`config.mk`:
```
export PLATFORM = sky130hd
export DESIGN_NAME = cache_data_ram_fill_flat
export DESIGN_NICKNAME = d
export VERILOG_FILES = /design/src/rtl/cache_data_ram_fill_pkg.sv /design/src/rtl/cache_data_ram_fill_if.sv /design/src/rtl/block_ram.sv /design/src/rtl/cache_data_ram_fill_fill_ctrl.sv /design/src/rtl/cache_data_ram_fill.sv /design/src/flat_wrapper.sv
export SDC_FILE = /design/constraint.sdc
export NUM_CORES = 1
export LEC_CHECK = 0
export CELL_PAD_IN_SITES_DETAIL_PLACEMENT = 0
export CELL_PAD_IN_SITES_GLOBAL_PLACEMENT = 1
export CORE_UTILIZATION = 45
export DETAILED_ROUTE_END_ITERATION = 12
export DONT_BUFFER_PORTS = 1
export GPL_ROUTABILITY_DRIVEN = 0
export PLACE_DENSITY_LB_ADDON = 0.08
export SLEW_MARGIN = 20
export SYNTH_ARGS = -nofsm -noshare
export SYNTH_HDL_FRONTEND = slang
export SYNTH_SLANG_ARGS = --single-unit
export TNS_END_PERCENT = 10
```
`constraint.sdc`:
```
create_clock -name clk -period 4.6 [get_ports clk]
set_clock_uncertainty 0.1 [all_clocks]
set_input_delay 0.46 -clock clk [delete_from_list [all_inputs] [get_ports clk]]
set_output_delay 0.46 -clock clk [all_outputs]
set_load 0.01 [all_outputs]
```
`src/rtl/cache_data_ram_fill_pkg.sv`:
```
// Shared definitions for the byte-lane cache data store and its fill engine.
package cache_data_ram_fill_pkg;

  localparam logic [1:0] FILL_IDLE   = 2'd0;
  localparam logic [1:0] FILL_ACTIVE = 2'd1;
  localparam logic [1:0] FILL_DONE   = 2'd2;

  function automatic int myclog2(input int value);
    int result;
    result = 0;
    while ((1 << result) < value) result++;
    return result;
  endfunction

  function automatic int lanes(input int data_bits);
    return data_bits / 8;
  endfunction

endpackage

```
`src/rtl/cache_data_ram_fill_if.sv`:
```
// Read, CPU write and line-fill signals of the cache data store.
interface cache_data_ram_fill_if #(
  parameter int addr_bits = 5,
  parameter int data_bits = 32
);
  logic                   read_en;
  logic [addr_bits-1:0]   read_addr;
  logic [data_bits-1:0]   read_data;
  logic                   read_valid;
  logic                   wr_en;
  logic [addr_bits-1:0]   write_addr;
  logic [data_bits-1:0]   write_data;
  logic [data_bits/8-1:0] bytesel;
  logic                   write_ready;
  logic                   fill_start;
  logic [addr_bits-1:0]   fill_addr;
  logic [data_bits-1:0]   fill_data;
  logic                   fill_valid;
  logic                   fill_ready;
  logic                   fill_busy;
  logic                   fill_done;

  modport master (
    output read_en, read_addr, wr_en, write_addr, write_data, bytesel,
           fill_start, fill_addr, fill_data, fill_valid,
    input  read_data, read_valid, write_ready, fill_ready, fill_busy, fill_done
  );

  modport slave (
    input  read_en, read_addr, wr_en, write_addr, write_data, bytesel,
           fill_start, fill_addr, fill_data, fill_valid,
    output read_data, read_valid, write_ready, fill_ready, fill_busy, fill_done
  );
endinterface

```
`src/rtl/block_ram.sv`:
```
// One byte lane of the data array: synchronous write, combinational read.
module block_ram #(
  parameter int nr_entries = 32,
  parameter int addr_bits  = 5
) (
  input  logic                 clk,
  input  logic                 i_we,
  input  logic [addr_bits-1:0] i_waddr,
  input  logic [7:0]           i_wdata,
  input  logic [addr_bits-1:0] i_raddr,
  output logic [7:0]           o_rdata
);
  logic [7:0] r_mem [nr_entries];

  // Byte write at the accepting edge; contents are intentionally never reset
  always_ff @(posedge clk) begin
    if (i_we) r_mem[i_waddr] <= i_wdata;
  end

  assign o_rdata = r_mem[i_raddr];
endmodule

```
`src/rtl/cache_data_ram_fill_fill_ctrl.sv`:
```
// Line-fill sequencer: walks one cache line from its base address, one beat per accepted word.
module cache_fill_ctrl
  import cache_data_ram_fill_pkg::*;
#(
  parameter int addr_bits      = 5,
  parameter int words_per_line = 8
) (
  input  logic                 clk,
  input  logic                 rst_n,
  input  logic                 i_fill_start,
  input  logic [addr_bits-1:0] i_fill_addr,
  input  logic                 i_fill_valid,
  output logic                 o_fill_we,
  output logic [addr_bits-1:0] o_fill_waddr,
  output logic                 o_fill_ready,
  output logic                 o_fill_busy,
  output logic                 o_fill_done
);
  localparam int off_bits = myclog2(words_per_line);
  localparam logic [addr_bits-1:0] OFF_MASK = addr_bits'(words_per_line - 1);
  localparam logic [off_bits-1:0]  LAST_BEAT = off_bits'(words_per_line - 1);

  logic [1:0]           r_state;
  logic [off_bits-1:0]  r_count;
  logic [addr_bits-1:0] r_base;
  logic                 w_active;
  logic                 w_beat;
  logic                 w_start;

  assign w_active = (r_state == FILL_ACTIVE);
  assign w_beat   = w_active && i_fill_valid;
  assign w_start  = !w_active && i_fill_start;

  // Fill state, beat counter and line base; a start is honoured in IDLE or DONE only
  always_ff @(posedge clk or negedge rst_n) begin
    if (!rst_n) begin
      r_state <= FILL_IDLE;
      r_count <= '0;
      r_base  <= '0;
    end else if (w_start) begin
      r_state <= FILL_ACTIVE;
      r_count <= '0;
      r_base  <= i_fill_addr & ~OFF_MASK;
    end else if (w_beat) begin
      r_count <= r_count + 1'b1;
      if (r_count == LAST_BEAT) r_state <= FILL_DONE;
    end else if (r_state == FILL_DONE) begin
      r_state <= FILL_IDLE;
    end
  end

  assign o_fill_we    = w_beat;
  assign o_fill_waddr = r_base | addr_bits'(r_count);
  assign o_fill_ready = w_active;
  assign o_fill_busy  = w_active;
  assign o_fill_done  = (r_state == FILL_DONE);
endmodule

```
`src/rtl/cache_data_ram_fill.sv`:
```
// Byte-lane cache data store with write-first forwarding, held read output and line fill.
module cache_data_ram_fill
  import cache_data_ram_fill_pkg::*;
#(
  parameter int nr_entries     = 32,
  parameter int data_bits      = 32,
  parameter int words_per_line = 8
) (
  input logic                 clk,
  input logic                 rst_n,
  cache_data_ram_fill_if.slave bus
);
  localparam int addr_bits = myclog2(nr_entries);
  localparam int NLANES    = lanes(data_bits);

  logic                 w_fill_we;
  logic [addr_bits-1:0] w_fill_waddr;
  logic                 w_fill_busy;
  logic                 w_cpu_we;
  logic [NLANES-1:0]    w_we_lanes;
  logic [addr_bits-1:0] w_waddr;
  logic [data_bits-1:0] w_wdata;
  logic [data_bits-1:0] w_ram_rdata;
  logic [data_bits-1:0] w_merged;
  logic                 w_addr_match;
  logic [data_bits-1:0] r_read_data;
  logic                 r_read_valid;

  cache_fill_ctrl #(
    .addr_bits      (addr_bits),
    .words_per_line (words_per_line)
  ) u_fill_ctrl (
    .clk          (clk),
    .rst_n        (rst_n),
    .i_fill_start (bus.fill_start),
    .i_fill_addr  (bus.fill_addr),
    .i_fill_valid (bus.fill_valid),
    .o_fill_we    (w_fill_we),
    .o_fill_waddr (w_fill_waddr),
    .o_fill_ready (bus.fill_ready),
    .o_fill_busy  (w_fill_busy),
    .o_fill_done  (bus.fill_done)
  );

  assign bus.fill_busy   = w_fill_busy;
  assign bus.write_ready = !w_fill_busy;
  assign w_cpu_we        = bus.wr_en && !w_fill_busy;

  // Write port mux: a fill beat owns the port; CPU writes only when no fill is running
  always_comb begin
    w_we_lanes = '0;
    w_waddr    = bus.write_addr;
    w_wdata    = bus.write_data;
    if (w_fill_we) begin
      w_we_lanes = '1;
      w_waddr    = w_fill_waddr;
      w_wdata    = bus.fill_data;
    end else if (w_cpu_we) begin
      w_we_lanes = bus.bytesel;
    end
  end

  assign w_addr_match = (w_waddr == bus.read_addr);

  genvar g;
  generate
    for (g = 0; g < NLANES; g++) begin : g_lane
      block_ram #(
        .nr_entries (nr_entries),
        .addr_bits  (addr_bits)
      ) u_ram (
        .clk     (clk),
        .i_we    (w_we_lanes[g]),
        .i_waddr (w_waddr),
        .i_wdata (w_wdata[g*8 +: 8]),
        .i_raddr (bus.read_addr),
        .o_rdata (w_ram_rdata[g*8 +: 8])
      );
      assign w_merged[g*8 +: 8] = (w_addr_match && w_we_lanes[g]) ?
                                  w_wdata[g*8 +: 8] : w_ram_rdata[g*8 +: 8];
    end
  endgenerate

  // Read result register: captures the forwarded word on a read and holds it otherwise
  always_ff @(posedge clk or negedge rst_n) begin
    if (!rst_n) begin
      r_read_data  <= '0;
      r_read_valid <= 1'b0;
    end else begin
      r_read_valid <= bus.read_en;
      if (bus.read_en) r_read_data <= w_merged;
    end
  end

  assign bus.read_data  = r_read_data;
  assign bus.read_valid = r_read_valid;
endmodule

```
`src/flat_wrapper.sv`:
```
// flat-port wrapper written by rule: the top's interface ports become plain ports
module cache_data_ram_fill_flat import cache_data_ram_fill_pkg::*;
#(
  parameter int nr_entries     = 32,
  parameter int data_bits      = 32,
  parameter int words_per_line = 8
)
  (clk, rst_n, bus_read_en, bus_read_addr, bus_wr_en, bus_write_addr, bus_write_data, bus_bytesel, bus_fill_start, bus_fill_addr, bus_fill_data, bus_fill_valid, bus_read_data, bus_read_valid, bus_write_ready, bus_fill_ready, bus_fill_busy, bus_fill_done);
  cache_data_ram_fill_if #(.addr_bits((5)), .data_bits(data_bits)) bus_i ();
  input logic clk;
  input logic rst_n;
  input wire logic [$bits(bus_i.read_en)-1:0] bus_read_en;
  input wire logic [$bits(bus_i.read_addr)-1:0] bus_read_addr;
  input wire logic [$bits(bus_i.wr_en)-1:0] bus_wr_en;
  input wire logic [$bits(bus_i.write_addr)-1:0] bus_write_addr;
  input wire logic [$bits(bus_i.write_data)-1:0] bus_write_data;
  input wire logic [$bits(bus_i.bytesel)-1:0] bus_bytesel;
  input wire logic [$bits(bus_i.fill_start)-1:0] bus_fill_start;
  input wire logic [$bits(bus_i.fill_addr)-1:0] bus_fill_addr;
  input wire logic [$bits(bus_i.fill_data)-1:0] bus_fill_data;
  input wire logic [$bits(bus_i.fill_valid)-1:0] bus_fill_valid;
  output wire logic [$bits(bus_i.read_data)-1:0] bus_read_data;
  output wire logic [$bits(bus_i.read_valid)-1:0] bus_read_valid;
  output wire logic [$bits(bus_i.write_ready)-1:0] bus_write_ready;
  output wire logic [$bits(bus_i.fill_ready)-1:0] bus_fill_ready;
  output wire logic [$bits(bus_i.fill_busy)-1:0] bus_fill_busy;
  output wire logic [$bits(bus_i.fill_done)-1:0] bus_fill_done;
  assign bus_i.read_en = bus_read_en;
  assign bus_i.read_addr = bus_read_addr;
  assign bus_i.wr_en = bus_wr_en;
  assign bus_i.write_addr = bus_write_addr;
  assign bus_i.write_data = bus_write_data;
  assign bus_i.bytesel = bus_bytesel;
  assign bus_i.fill_start = bus_fill_start;
  assign bus_i.fill_addr = bus_fill_addr;
  assign bus_i.fill_data = bus_fill_data;
  assign bus_i.fill_valid = bus_fill_valid;
  assign bus_read_data = bus_i.read_data;
  assign bus_read_valid = bus_i.read_valid;
  assign bus_write_ready = bus_i.write_ready;
  assign bus_fill_ready = bus_i.fill_ready;
  assign bus_fill_busy = bus_i.fill_busy;
  assign bus_fill_done = bus_i.fill_done;
  cache_data_ram_fill #(.nr_entries(nr_entries), .data_bits(data_bits), .words_per_line(words_per_line)) u_core (.clk(clk), .rst_n(rst_n), .bus(bus_i));
endmodule
```
Word level (Yosys, flattened, before mapping)

Memory sizes are Yosys's and may differ from the RTL's. A register that Yosys moved wholly into a read port is not among the register bits.
Cells that the tools add are included.

Add/sub/neg operators: 1
Eq/ne operators: 4
Multiplexer cells: 18
Bitwise operators: 1
Reduce and logical (&&, ||, !) cells: 11

Operator list:

| operator                                                               | count |
|---|---|
| 32-bit 2-to-1 mux                                                      | 1 |
| 1-bit 2-to-1 mux                                                       | 8 |
| 2-bit 2-to-1 mux                                                       | 4 |
| 4-bit 2-to-1 mux                                                       | 2 |
| 3-bit 2-to-1 mux                                                       | 2 |
| 1-bit logical NOT                                                      | 5 |
| 5-bit 2-to-1 mux                                                       | 1 |
| 5-bit by 3-bit OR with 5-bit output                                    | 1 |
| 3-bit by 1-bit adder with 3-bit output (second input constant)         | 1 |
| 3-bit equality test (second input constant)                            | 1 |
| 1-bit logical AND                                                      | 3 |
| 3-bit by 1-bit != test with 1-bit output (second input constant)       | 1 |
| 3-bit nonzero test                                                     | 1 |
| 2-bit by 1-bit equality test with 1-bit output (second input constant) | 1 |
| 2-bit equality test (second input constant)                            | 1 |
| 2-bit AND reduction                                                    | 1 |
| 2-bit nonzero test                                                     | 1 |

Bits in registers: 8
Memory bits (writable): 1,024
Bits of input ports: 89
Output and inout bits: 37
Word-level logic and storage cells: 43
Memories: 4

Memories:

| name                         | words | width | rd ports | clocked after Yosys merged registers in | write ports | RTL line        | source |
|---|---|---|---|---|---|---|---|
| u_core.g_lane[0].u_ram.r_mem | 32    | 8     | 1        | 1                                       | 1           | block_ram.sv:13 | `logic [7:0] r_mem [nr_entries];` |
| u_core.g_lane[1].u_ram.r_mem | 32    | 8     | 1        | 1                                       | 1           | block_ram.sv:13 |  |
| u_core.g_lane[2].u_ram.r_mem | 32    | 8     | 1        | 1                                       | 1           | block_ram.sv:13 |  |
| u_core.g_lane[3].u_ram.r_mem | 32    | 8     | 1        | 1                                       | 1           | block_ram.sv:13 |  |

Longest topological paths before layout

Gate-level depths: netlist (run 1).

Depth after elaboration: 7
Mapped depth: 10

Hierarchy

From an unflattened synthesis (run 1), not the netlist that was laid out.

Cell total of the unflattened synthesis: 1,909
Area, all modules: 42,157.9 sq um

Modules (own cells, without submodules):

| module              | instances | cells each | area each (sq um) | sequential area each (sq um) |
|---|---|---|---|---|
| block_ram           | 4         | 409        | 9,893.2           | 7,687.4 |
| cache_data_ram_fill | 1         | 241        | 2,213.4           | 825.8 |
| cache_fill_ctrl     | 1         | 32         | 371.6             | 175.2 |

Worst setup path after synthesis (run 1)

Ideal clock, no wire load.

Path type: reg2reg
Start point: register u_core.u_fill_ctrl.r_state[0]
End point: memory u_core.g_lane[1].u_ram.r_mem[8][0] (enable)
Arrival: 2.253 ns
Required time: 4.130 ns
Slack: 1.877 ns
Cell stages (with the launch flop): 11
Path buffers: 4
Cells stage by stage: dfrtp_1 nand2b_1 buf_2 inv_2 and2_1 buf_2 buf_2 o31ai_1 nand2_1 clkbuf_1 nor2_1

Word-level cells in the longest chain between the ends: 7

RTL lines:

| what                                           | RTL line                            | source |
|---|---|---|
| start, declared                                | cache_data_ram_fill_fill_ctrl.sv:23 | `logic [1:0] r_state;` |
| start signal, assigned                         | cache_data_ram_fill_fill_ctrl.sv:37 | `r_state <= FILL_IDLE;` |
| start signal, assigned                         | cache_data_ram_fill_fill_ctrl.sv:41 | `r_state <= FILL_ACTIVE;` |
| start signal, assigned                         | cache_data_ram_fill_fill_ctrl.sv:46 | `if (r_count == LAST_BEAT) r_state <= FILL_DONE;` |
| 2-bit by 1-bit equality test with 1-bit output | cache_data_ram_fill_fill_ctrl.sv:30 | `assign w_active = (r_state == FILL_ACTIVE);` |
| 1-bit logical NOT                              | -                                   |  |
| net bus_write_ready                            | flat_wrapper.sv:24                  | `output wire logic [$bits(bus_i.write_ready)-1:0] bus_write_ready;` |
| 1-bit logical AND                              | cache_data_ram_fill.sv:47           | `assign w_cpu_we = bus.wr_en && !w_fill_busy;` |
| 4-bit 2-to-1 mux                               | cache_data_ram_fill.sv:58           | `end else if (w_cpu_we) begin` |
| 4-bit 2-to-1 mux                               | cache_data_ram_fill.sv:54           | `if (w_fill_we) begin` |
| 1-bit 2-to-1 mux                               | block_ram.sv:17                     | `if (i_we) r_mem[i_waddr] <= i_wdata;` |
| 1-bit 2-to-1 mux (implied by the code)         | block_ram.sv:17                     |  |
| end, declared                                  | block_ram.sv:13                     |  |

The timed path passes the listed nets, and every way through them passes these cells.

Worst setup path after layout (run 1)

Start point: register u_core.u_fill_ctrl.r_state[0]
End point: memory u_core.g_lane[1].u_ram.r_mem[10][3] (enable)

The elaborated chain is that of the path after synthesis.

==> results of run 1 <==
worst max-delay path by stage:
stage,cells past startpoint,slack [ns],startpoint,endpoint
global route,7,0.73,u_core.u_fill_ctrl.r_state[0]$_DFFE_PN0P_,u_core.g_lane[1].u_ram.r_mem[10][6]$_DFFE_PP_
floorplan,10,1.88,u_core.u_fill_ctrl.r_state[0]$_DFFE_PN0P_,u_core.g_lane[1].u_ram.r_mem[8][0]$_DFFE_PP_
global placement,7,1.03,u_core.u_fill_ctrl.r_state[0]$_DFFE_PN0P_,u_core.g_lane[3].u_ram.r_mem[10][7]$_DFFE_PP_
finish,7,1.03,u_core.u_fill_ctrl.r_state[0]$_DFFE_PN0P_,u_core.g_lane[1].u_ram.r_mem[10][3]$_DFFE_PP_
CTS,7,0.97,u_core.u_fill_ctrl.r_state[0]$_DFFE_PN0P_,u_core.g_lane[3].u_ram.r_mem[11][2]$_DFFE_PP_
detailed placement,7,0.98,u_core.u_fill_ctrl.r_state[0]$_DFFE_PN0P_,u_core.g_lane[3].u_ram.r_mem[11][7]$_DFFE_PP_
placed cells by master, fill, tap and decap left out, types with 3 or more instances in the layout:
master,count
mux4_2,256
nor2_1,130
dfrtp_1,40
bufinv_16,12
nand3_1,10
o21ai_0,35
buf_4,102
mux2_2,62
o221ai_1,26
dlygate4sd3_1,10
mux2i_1,69
nor2b_1,6
nand2_1,191
clkbuf_16,111
o31a_1,30
a211oi_1,4
a211o_1,4
clkinvlp_4,3
a22o_1,32
clkbuf_1,14
nand2b_1,5
clkinv_1,28
nand3b_1,4
o31ai_1,4
o211ai_1,36
xor2_1,4
clkinv_2,22
edfxtp_1,1024
registers in the layout, summed over array words and instances (netlist names):
signal,cells
u_core.bus.read_data,32
u_core.bus.read_valid,1
u_core.g_lane.u_ram.r_mem,1024
u_core.u_fill_ctrl.r_base,2
u_core.u_fill_ctrl.r_count,3
u_core.u_fill_ctrl.r_state,2
metrics by stage:
step | utilization [%] | instances | hold slack [ns] | cell area, sq um
6_report | 51.1 | 3552 | 0.0641 | 47700
5_1_grt | 51.1 | 3551 | 0.0428 | 47700
4_1_cts | 51.1 | 3550 | 0.00888 | 47700
3_5_place_dp | 47.2 | 3346 | 0.0693 | 44100
3_3_place_gp | 47.2 | 3346 | 0.0692 | 44100
2_1_floorplan | - | 2120 | 0.0644 | 42400
power groups by stage:
| stage | clock network, mW | registers [mW] | logic [mW] |
|---|---|---|---|
| 4_1_cts | 8.78 | 11.7 | 2.53 |
| 6_report | 8.62 | 11.7 | 2.49 |
| 5_1_grt | 9.14 | 11.7 | 2.68 |
| 3_3_place_gp | 0 | 11.9 | 2.41 |
| 3_5_place_dp | 0 | 11.9 | 2.49 |
| 2_1_floorplan | 0 | 11.8 | 1.56 |
worst register-to-register path: cells and delay by family (launching register included):
family,cells,cell delay [ns]
buf+inv,2,0.51
compound gates,1,0.32
flops,1,0.44
simple gates,4,1.83
routing by layer:
metal	track usage [%]	up-vias	routed length (um)	share of wire (%)
li1	-	8877	-	-
met3	3.59	148	4900	5.0
met4	6.80	0	2730	2.8
met1	29.3	10800	42700	43
met5	0	-	0	0
met2	34.5	499	48600	49
final cells by class:
| cell class | instances | area, sq um |
|---|---|---|
| Tap cell | 1254 | 1570 |
| Inverter | 2 | 7.51 |
| Fill cell | 7615 | 45600 |
| Clock inverter | 67 | 621 |
| Sequential cell | 1064 | 31800 |
| Multi-Input combinational cell | 924 | 10000 |
| Antenna cell | 2 | 5.00 |
| Clock buffer | 125 | 2830 |
| Timing Repair Buffer | 114 | 913 |
repair_timing:
item / in CTS / in global routing
hold buffers: 12 / 0
resized for setup: 0 / 0
hold endpoints to repair: 78 / 0
setup buffers: 0 / 0
logic make-up after synthesis:
| logic type | count (synthesis) | share of synthesized area [%] |
|---|---|---|
| and+or+nand+nor | 353 | 3.31 |
| adders and majority gates | 2 | 0.0590 |
| buffers and inverters | 132 | 1.61 |
| DFF | 1064 | 74.8 |
| xor gates and xnor gates | 5 | 0.121 |
| AOI/OAI and AO/OA | 176 | 3.18 |
| muxes | 388 | 16.9 |
==> impl_metrics.csv, run 1 <==
group,metric,value,unit
sta,finalCritPeriodShare,77.7,%
power,swShare,24.1,%
drt,drt_iter0_markers,1575,
placed_design,dp_slack,0.980,ns
worst_setup_path,crit_path_end_kind,"flop",
power,p_sw,5.48,mW
sta,setup_ws,1.03,ns
synth,synth-seq-cells,1064,
synth,ys.flop_type,"edfxtp_1",
drt,wire_per_inst,27.9,um
synth,ys_types,38,
global_routing,grt_first_pass_wirelength,145000,um
synth,yosys.area.top_type_share,72.5,%
worst_setup_path,crit_chain,"nand2b_1 > inv_2 > and2_2 > o31ai_1 > nand2_1 > buf_4 > nor2_1",
cts,clock_latency,0.66,ns
worst_hold_path,hold_end,"u_core.bus.read_data[15]$_DFFE_PN0P_",
synth,synthesis.nets,2211,
die,start_util,45.5,%
sta,period_needed,3.57,ns
cells_and_area,area_growth_syn_to_layout,12.4,%
cells_and_area,drive_above_1_share,25.3,%
synth,synth_edf_count,1024,
worst_setup_path,slowest_stage,"nor2_1",
synth,ys_warn_count,0,
synth,async_flop_share,3.76,%
drt,num_vias,20300,
power,intPower,17.3,mW
global_routing,first_global_vias,21400,
global_routing,grt_overflow,0,
die,dieArea,0.0955,sq mm
synth,yosysMostFrequentCell,"edfxtp_1",
synth,ys_seq_area_share,74.8,%
power,combPwrFrac,10.9,%
die,rows,112,
drt,wl,98900,um
synth,syn-cell-area,0.0424,sq mm
worst_setup_path,critical_path_class,"flop to flop",
cts,cts_buffers,107,
worst_setup_path,worstPathMaxFanout,18,
sta,final_max_slew_viol_count,0,
worst_setup_path,cp_top_family,"simple AND/OR/NAND/NOR gates",
synth,synthTopCellsByArea,"edfxtp_1 72%, mux4_2 14%, dfrtp_1 2.4%",
power,p_total,22.8,mW
power,p_clk_share,37.8,%
placed_design,port_buffers,0,
sta,fmax,280,MHz
worst_setup_path,required,4.79,ns
power,p_leak,15.4,nW
drt,ant_nets,0,
global_routing,grt_max_degree,258,
cts,htree_levels,3,
synth,synthTopCellsByCount,"1024 x edfxtp_1, 256 x mux4_2, 191 x nand2_1, 130 x nor2_1, 69 x mux2i_1",
worst_setup_path,crit_buf_inv,2,
sta,rsz0062_at_grt,"false",
worst_setup_path,r2r_slack,1.03,ns
sta,worstMarginPinSlew,1.03,ns
die,die_x,309,um
power,power_density,478,mW/mm^2
outcome,status,"finished clean",
sta,final.setup.tns,0,ns
global_routing,antenna_found_initial,3,
worst_hold_path,hp-class,"input pin to flop",
worst_hold_path,hp-start,"bus_read_addr[3]",
cts,root_buffer,"clkbuf_16",
drt,viasPerCell,5.72,
cells_and_area,nets,2304,
cts,clockBufferDepth,3,
sta,slew_headroom,31.5,%
worst_setup_path,startpoint_type,"flop",
global_routing,grt_usage,21.2,%
die,die_h,309,um
worst_setup_path,cp.arrival,3.76,ns
synth,syn_inst,2120,
placed_design,hpwl,58200,um
job,cap_violations,0,
power,p_seq_share,51.3,%
cts,cts_tree,"built",
die,ios,126,
sta,setup_viol,0,
worst_setup_path,r2r_start,"u_core.u_fill_ctrl.r_state[0]$_DFFE_PN0P_",
worst_hold_path,hold_depth,2,
worst_setup_path,r2r_cells,7,
worst_setup_path,timing.rr.end,"u_core.g_lane[1].u_ram.r_mem[10][3]$_DFFE_PP_",
power,vdd_ir_drop_max,0.268,mV
synth,avgSynthCellArea,20.0,sq um
drt,dr.pass1.iters,5,
synth,yosys.area.top_type,"edfxtp_1",
worst_setup_path,cp_slowest_stage_delay,0.63,ns
sta,hold_viol_final,0,
drt,drc,0,
cts,path_clk_slew,0.06,ns
cts,cts.sinks,1064,
die,fp.coreArea,0.0933,sq mm
No activity file was read; power rests on OpenSTA's default activity.
==> run 2, diff against run 1 <==
- clock period: 4.6 -> 3.57 ns (I/O delays scaled with it)
==> impl_metrics.csv, run 2 (synthesis gave the netlist of run 1 again) <==
group,metric,value,unit
sta,finalCritPeriodShare,95.5,%
drt,ant_nets,0,
worst_setup_path,crit_chain,"nand2b_1 > inv_2 > and2_2 > o31ai_1 > nand2_1 > nor2_1 > buf_4",
cts,cts_tree,"built",
cts,clockBufferDepth,3,
cells_and_area,final_common_cell,"edfxtp_1",
worst_setup_path,critical_path_class,"flop to flop",
worst_setup_path,startpoint_type,"flop",
cts,clock_latency,0.67,ns
power,p_seq_share,51.0,%
global_routing,first_global_vias,21800,
power,vdd_ir_drop_max,0.423,mV
worst_setup_path,cp.arrival,3.70,ns
global_routing,grt_usage,22.0,%
drt,num_vias,20900,
placed_design,hpwl,59300,um
job,cap_violations,0,
sta,period_needed,3.41,ns
outcome,status,"finished clean",
cells_and_area,largest_register_ffs,1024,
global_routing,grt_overflow,0,
sta,final.setup.tns,0,ns
worst_setup_path,worstPathMaxFanout,18,
sta,hold_viol_final,0,
power,p_sw,7.10,mW
die,rows,112,
sta,worstMarginPinSlew,1.00,ns
die,dieArea,0.0955,sq mm
placed_design,postPlaceCellArea,0.0447,sq mm
cts,root_buffer,"clkbuf_16",
drt,wl,103000,um
power,combPwrFrac,11.3,%
die,start_util,45.5,%
drt,drt_iter0_markers,1751,
worst_setup_path,slowest_stage,"o31ai_1",
cts,path_clk_slew,0.06,ns
placed_design,dp_slack,0.0103,ns
die,die_h,309,um
worst_setup_path,cp_top_family,"simple AND/OR/NAND/NOR gates",
global_routing,antenna_found_initial,3,
worst_setup_path,cp_slowest_stage_delay,0.75,ns
sta,fmax,293,MHz
global_routing,grt_first_pass_wirelength,151000,um
power,p_clk_share,37.7,%
sta,rsz0062_at_grt,"false",
sta,final_max_slew_viol_count,0,
placed_design,port_buffers,0,
cells_and_area,layout_common_cells,"1024 x edfxtp_1, 256 x mux4_2, 191 x nand2_1",
cells_and_area,drive_above_1_share,27.8,%
cts,cts.sinks,1064,
die,die_x,309,um
cells_and_area,top_register,"u_core.g_lane.u_ram.r_mem",
die,fp.coreArea,0.0933,sq mm
power,power_density,609,mW/mm^2
power,p_leak,15.8,nW
sta,setup_ws,0.161,ns
worst_hold_path,hp-class,"input pin to flop",
sta,slew_headroom,32.8,%
worst_setup_path,required,3.86,ns
worst_setup_path,crit_path_end_kind,"flop",
cells_and_area,design_area,0.0484,sq mm
power,swShare,24.1,%
drt,dr.pass1.iters,5,
global_routing,grt_max_degree,258,
power,p_total,29.5,mW
cts,htree_levels,3,
die,ios,126,
cts,cts_setup_buffers,0,
cells_and_area,nets,2395,
drt,viasPerCell,5.73,
cells_and_area,area_growth_syn_to_layout,14.2,%
cts,cts_buffers,110,
worst_setup_path,crit_buf_inv,2,
drt,drc,0,
power,intPower,22.4,mW
drt,wire_per_inst,28.1,um
sta,setup_viol,0,
[run 2: cell count changes in the layout (fill, tap and decap cells not counted), sizes merged]
cell / change
buf: +84
bufinv: -3
clkbuf: +16
clkinv: -1
diode: +1
dlygate4sd3: +4
inv: -1
[run 2: tightest hold or removal path, stage by stage]
cell and delay (ns):
a211o_1 0.12, o211ai_1 0.11, a22o_1 0.18
[run 2: final timing paths]
kind	from	endpoint	slack [ns]	cells after the start
max in group asynchronous	rst_n	u_core.bus.read_data[25]$_DFFE_PN0P_	2.92	2
setup reg to reg	u_core.u_fill_ctrl.r_state[0]$_DFFE_PN0P_	u_core.g_lane[1].u_ram.r_mem[24][2]$_DFFE_PP_	0.16	7
min in group asynchronous	rst_n	u_core.bus.read_data[3]$_DFFE_PN0P_	0.22	2
hold reg to reg	u_core.bus.read_data[17]$_DFFE_PN0P_	u_core.bus.read_data[17]$_DFFE_PN0P_	0.49	1
setup / recovery	u_core.u_fill_ctrl.r_state[0]$_DFFE_PN0P_	u_core.g_lane[1].u_ram.r_mem[24][2]$_DFFE_PP_	0.16	7
hold / removal	bus_read_addr[3]	u_core.bus.read_data[22]$_DFFE_PN0P_	0.05	3
[run 2: metal layers]
metal | part of all wire [%] | global-route usage, % | vias up | routed length (um)
met5 | 0.013 | 0 | - | 13
met3 | 5.4 | 4.02 | 127 | 5560
met4 | 1.7 | 4.65 | 2 | 1760
li1 | - | - | 9053 | -
met1 | 43 | 30.4 | 11200 | 44100
met2 | 50 | 36.7 | 571 | 51300
[run 2: power by group through the flow]
stage          Clock (mW)  Sequential [mW]  Combinational [mW]
3_3_place_gp            0             15.3                3.19
3_5_place_dp            0             15.3                3.30
6_report             11.1             15.1                3.34
2_1_floorplan           0             15.2                2.01
4_1_cts              11.3             15.1                3.38
5_1_grt              11.8             15.1                3.58
[run 2: cell type report]
cell class / instances / area [sq um]
Fill cell: 7549 / 44900
Antenna cell: 3 / 7.51
Sequential cell: 1064 / 31800
Clock inverter: 62 / 514
Clock buffer: 141 / 2980
Inverter: 2 / 7.51
Multi-Input combinational cell: 924 / 10000
Tap cell: 1254 / 1570
Timing Repair Buffer: 202 / 1600
[run 2: through the flow]
| step | util, % | std cells | hold slack, ns |
|---|---|---|---|
| after global routing | 51.9 | 3650 | 0.0348 |
| after global placement | 47.9 | 3429 | -0.0358 |
| after CTS | 51.9 | 3649 | 0.000436 |
| final | 51.9 | 3652 | 0.0496 |
| after floorplan | - | 2120 | -0.0386 |
| after detailed placement | 47.9 | 3429 | -0.0344 |
[run 2: repair_timing]
item	4_1_cts	5_1_grt
gates resized for setup	0	2
hold buffers	17	0
setup endpoints to repair	0	16
endpoints found under the hold margin	80	0
==> run 3, diff against run 2 <==
- RECOVER_POWER: not set -> 50
==> impl_metrics.csv, run 3 (synthesis gave the netlist of run 1 again) <==
group,metric,value,unit
cts,cts.sinks,1064,
die,die_h,309,um
sta,hold_ws,0.0536,ns
drt,dr.pass1.iters,8,
cts,htree_levels,3,
cts,cts_buffers,110,
cells_and_area,num-fill-cells,7594,
worst_setup_path,startpoint_type,"flop",
sta,rsz0062_at_grt,"false",
sta,period_needed,3.34,ns
global_routing,grt_usage,22.0,%
drt,drt_iter0_markers,1699,
cells_and_area,largest_register_ffs,1024,
sta,finalCritPeriodShare,93.6,%
power,p_leak,15.7,nW
global_routing,grt_max_degree,258,
drt,drc,0,
drt,num_vias,20900,
die,start_util,45.5,%
sta,hold_viol_final,0,
power,vdd_ir_drop_max,0.423,mV
die,die_x,309,um
global_routing,grt_first_pass_wirelength,151000,um
worst_setup_path,cp.arrival,3.64,ns
cts,cts_tree,"built",
cts,path_clk_slew,0.06,ns
die,rows,112,
die,fp.coreArea,0.0933,sq mm
sta,fmax,299,MHz
global_routing,grt_overflow,0,
cells_and_area,layout_common_cells,"1024 x edfxtp_1, 256 x mux4_2, 191 x nand2_1",
worst_setup_path,crit_path_end_kind,"flop",
die,dieArea,0.0955,sq mm
power,power_density,610,mW/mm^2
worst_setup_path,critical_path_class,"flop to flop",
cells_and_area,final_common_cell,"edfxtp_1",
worst_hold_path,hp-class,"input pin to flop",
outcome,status,"complete, but fails checks",
job,cap_violations,9,
worst_setup_path,worstPathMaxFanout,18,
global_routing,antenna_found_initial,3,
cts,clock_latency,0.67,ns
power,p_total,29.4,mW
drt,wl,103000,um
cells_and_area,drive_above_1_share,26.6,%
placed_design,port_buffers,0,
sta,worstMarginPinSlew,2.93,ns
outcome,violations,"max-capacitance violations, max-slew violations",
cts,root_buffer,"clkbuf_16",
placed_design,hpwl,59300,um
drt,wire_per_inst,28.1,um
sta,final_max_slew_viol_count,300,
cells_and_area,top_register,"u_core.g_lane.u_ram.r_mem",
sta,final.setup.tns,0,ns
cts,cts_setup_buffers,0,
cells_and_area,area_growth_syn_to_layout,13.7,%
worst_setup_path,required,3.87,ns
cells_and_area,nets,2395,
sta,slew_headroom,-95.2,%
global_routing,first_global_vias,21800,
sta,setup_viol,0,
drt,viasPerCell,5.73,
die,ios,126,
cts,clockBufferDepth,3,
drt,ant_nets,0,
run 3: changes by cell type in the layout (fill, tap and decap cells not counted), sizes merged:
cell    previous run  this run
diode              3         2
clkbuf           141       185
buf              188       144
run 3: path summary, 6_finish.rpt:
path	from	end	slack (ns)	cells past startpoint
max	u_core.u_fill_ctrl.r_state[0]$_DFFE_PN0P_	u_core.g_lane[1].u_ram.r_mem[28][5]$_DFFE_PP_	0.23	7
min	bus_read_addr[3]	u_core.bus.read_data[22]$_DFFE_PN0P_	0.05	3
max reg2reg	u_core.u_fill_ctrl.r_state[0]$_DFFE_PN0P_	u_core.g_lane[1].u_ram.r_mem[28][5]$_DFFE_PP_	0.23	7
min reg2reg	u_core.bus.read_data[17]$_DFFE_PN0P_	u_core.bus.read_data[17]$_DFFE_PN0P_	0.48	1
max in group asynchronous	rst_n	u_core.bus.read_data[26]$_DFFE_PN0P_	0.48	2
min in group asynchronous	rst_n	u_core.bus.read_data[14]$_DFFE_PN0P_	1.25	2
run 3: power breakdown:
| part | internal, mW | switching, mW |
|---|---|---|
| Sequential | 14.9 | 0.224 |
| Combinational | 0.987 | 2.28 |
| Clock | 6.51 | 4.59 |
| Total | 22.4 | 7.09 |
run 3: per-layer routing:
metal / track usage (%) / wire length [um]
met3: 4.02 / 5350
met2: 36.7 / 51200
met5: 0 / 13
met4: 4.65 / 1800
met1: 30.4 / 44400
run 3: layout make-up:
type,instances,area (sq um),area share [%]
clock buffer,141,2980,6.18
timing repair buffer,202,1430,2.96
inverter,2,7.51,0.0156
tap,1254,1570,3.25
antenna,2,5.00,0.0104
clock inverter,62,514,1.07
multi-input combinational,924,10000,20.7
sequential,1064,31800,65.8
run 3: what timing repair did:
item	4_1_cts	5_1_grt
setup endpoints to repair	0	16
hold buffers	17	0
resized for setup	0	2
endpoints found under the hold margin	80	0
run 3: per-stage QoR:
stage                     util (%)  cell area [sq um]  cells  setup WS (ns)
after global placement        47.9              44700   3429         0.0665
after detailed placement      47.9              44700   3429         0.0103
after global routing          51.7              48300   3650         0.0148
after CTS                     51.9              48400   3649        0.00886
after floorplan                  -              42400   2120          0.847
final                         51.7              48300   3651          0.228
run 3: worst max-delay path, cell delays in order, from the launching register on:
cell and delay [ns]:
dfrtp_1 0.45, nand2b_1 0.14, inv_2 0.08, and2_2 0.34, o31ai_1 0.72, nand2_1 0.54, nor2_1 0.48, buf_4 0.22
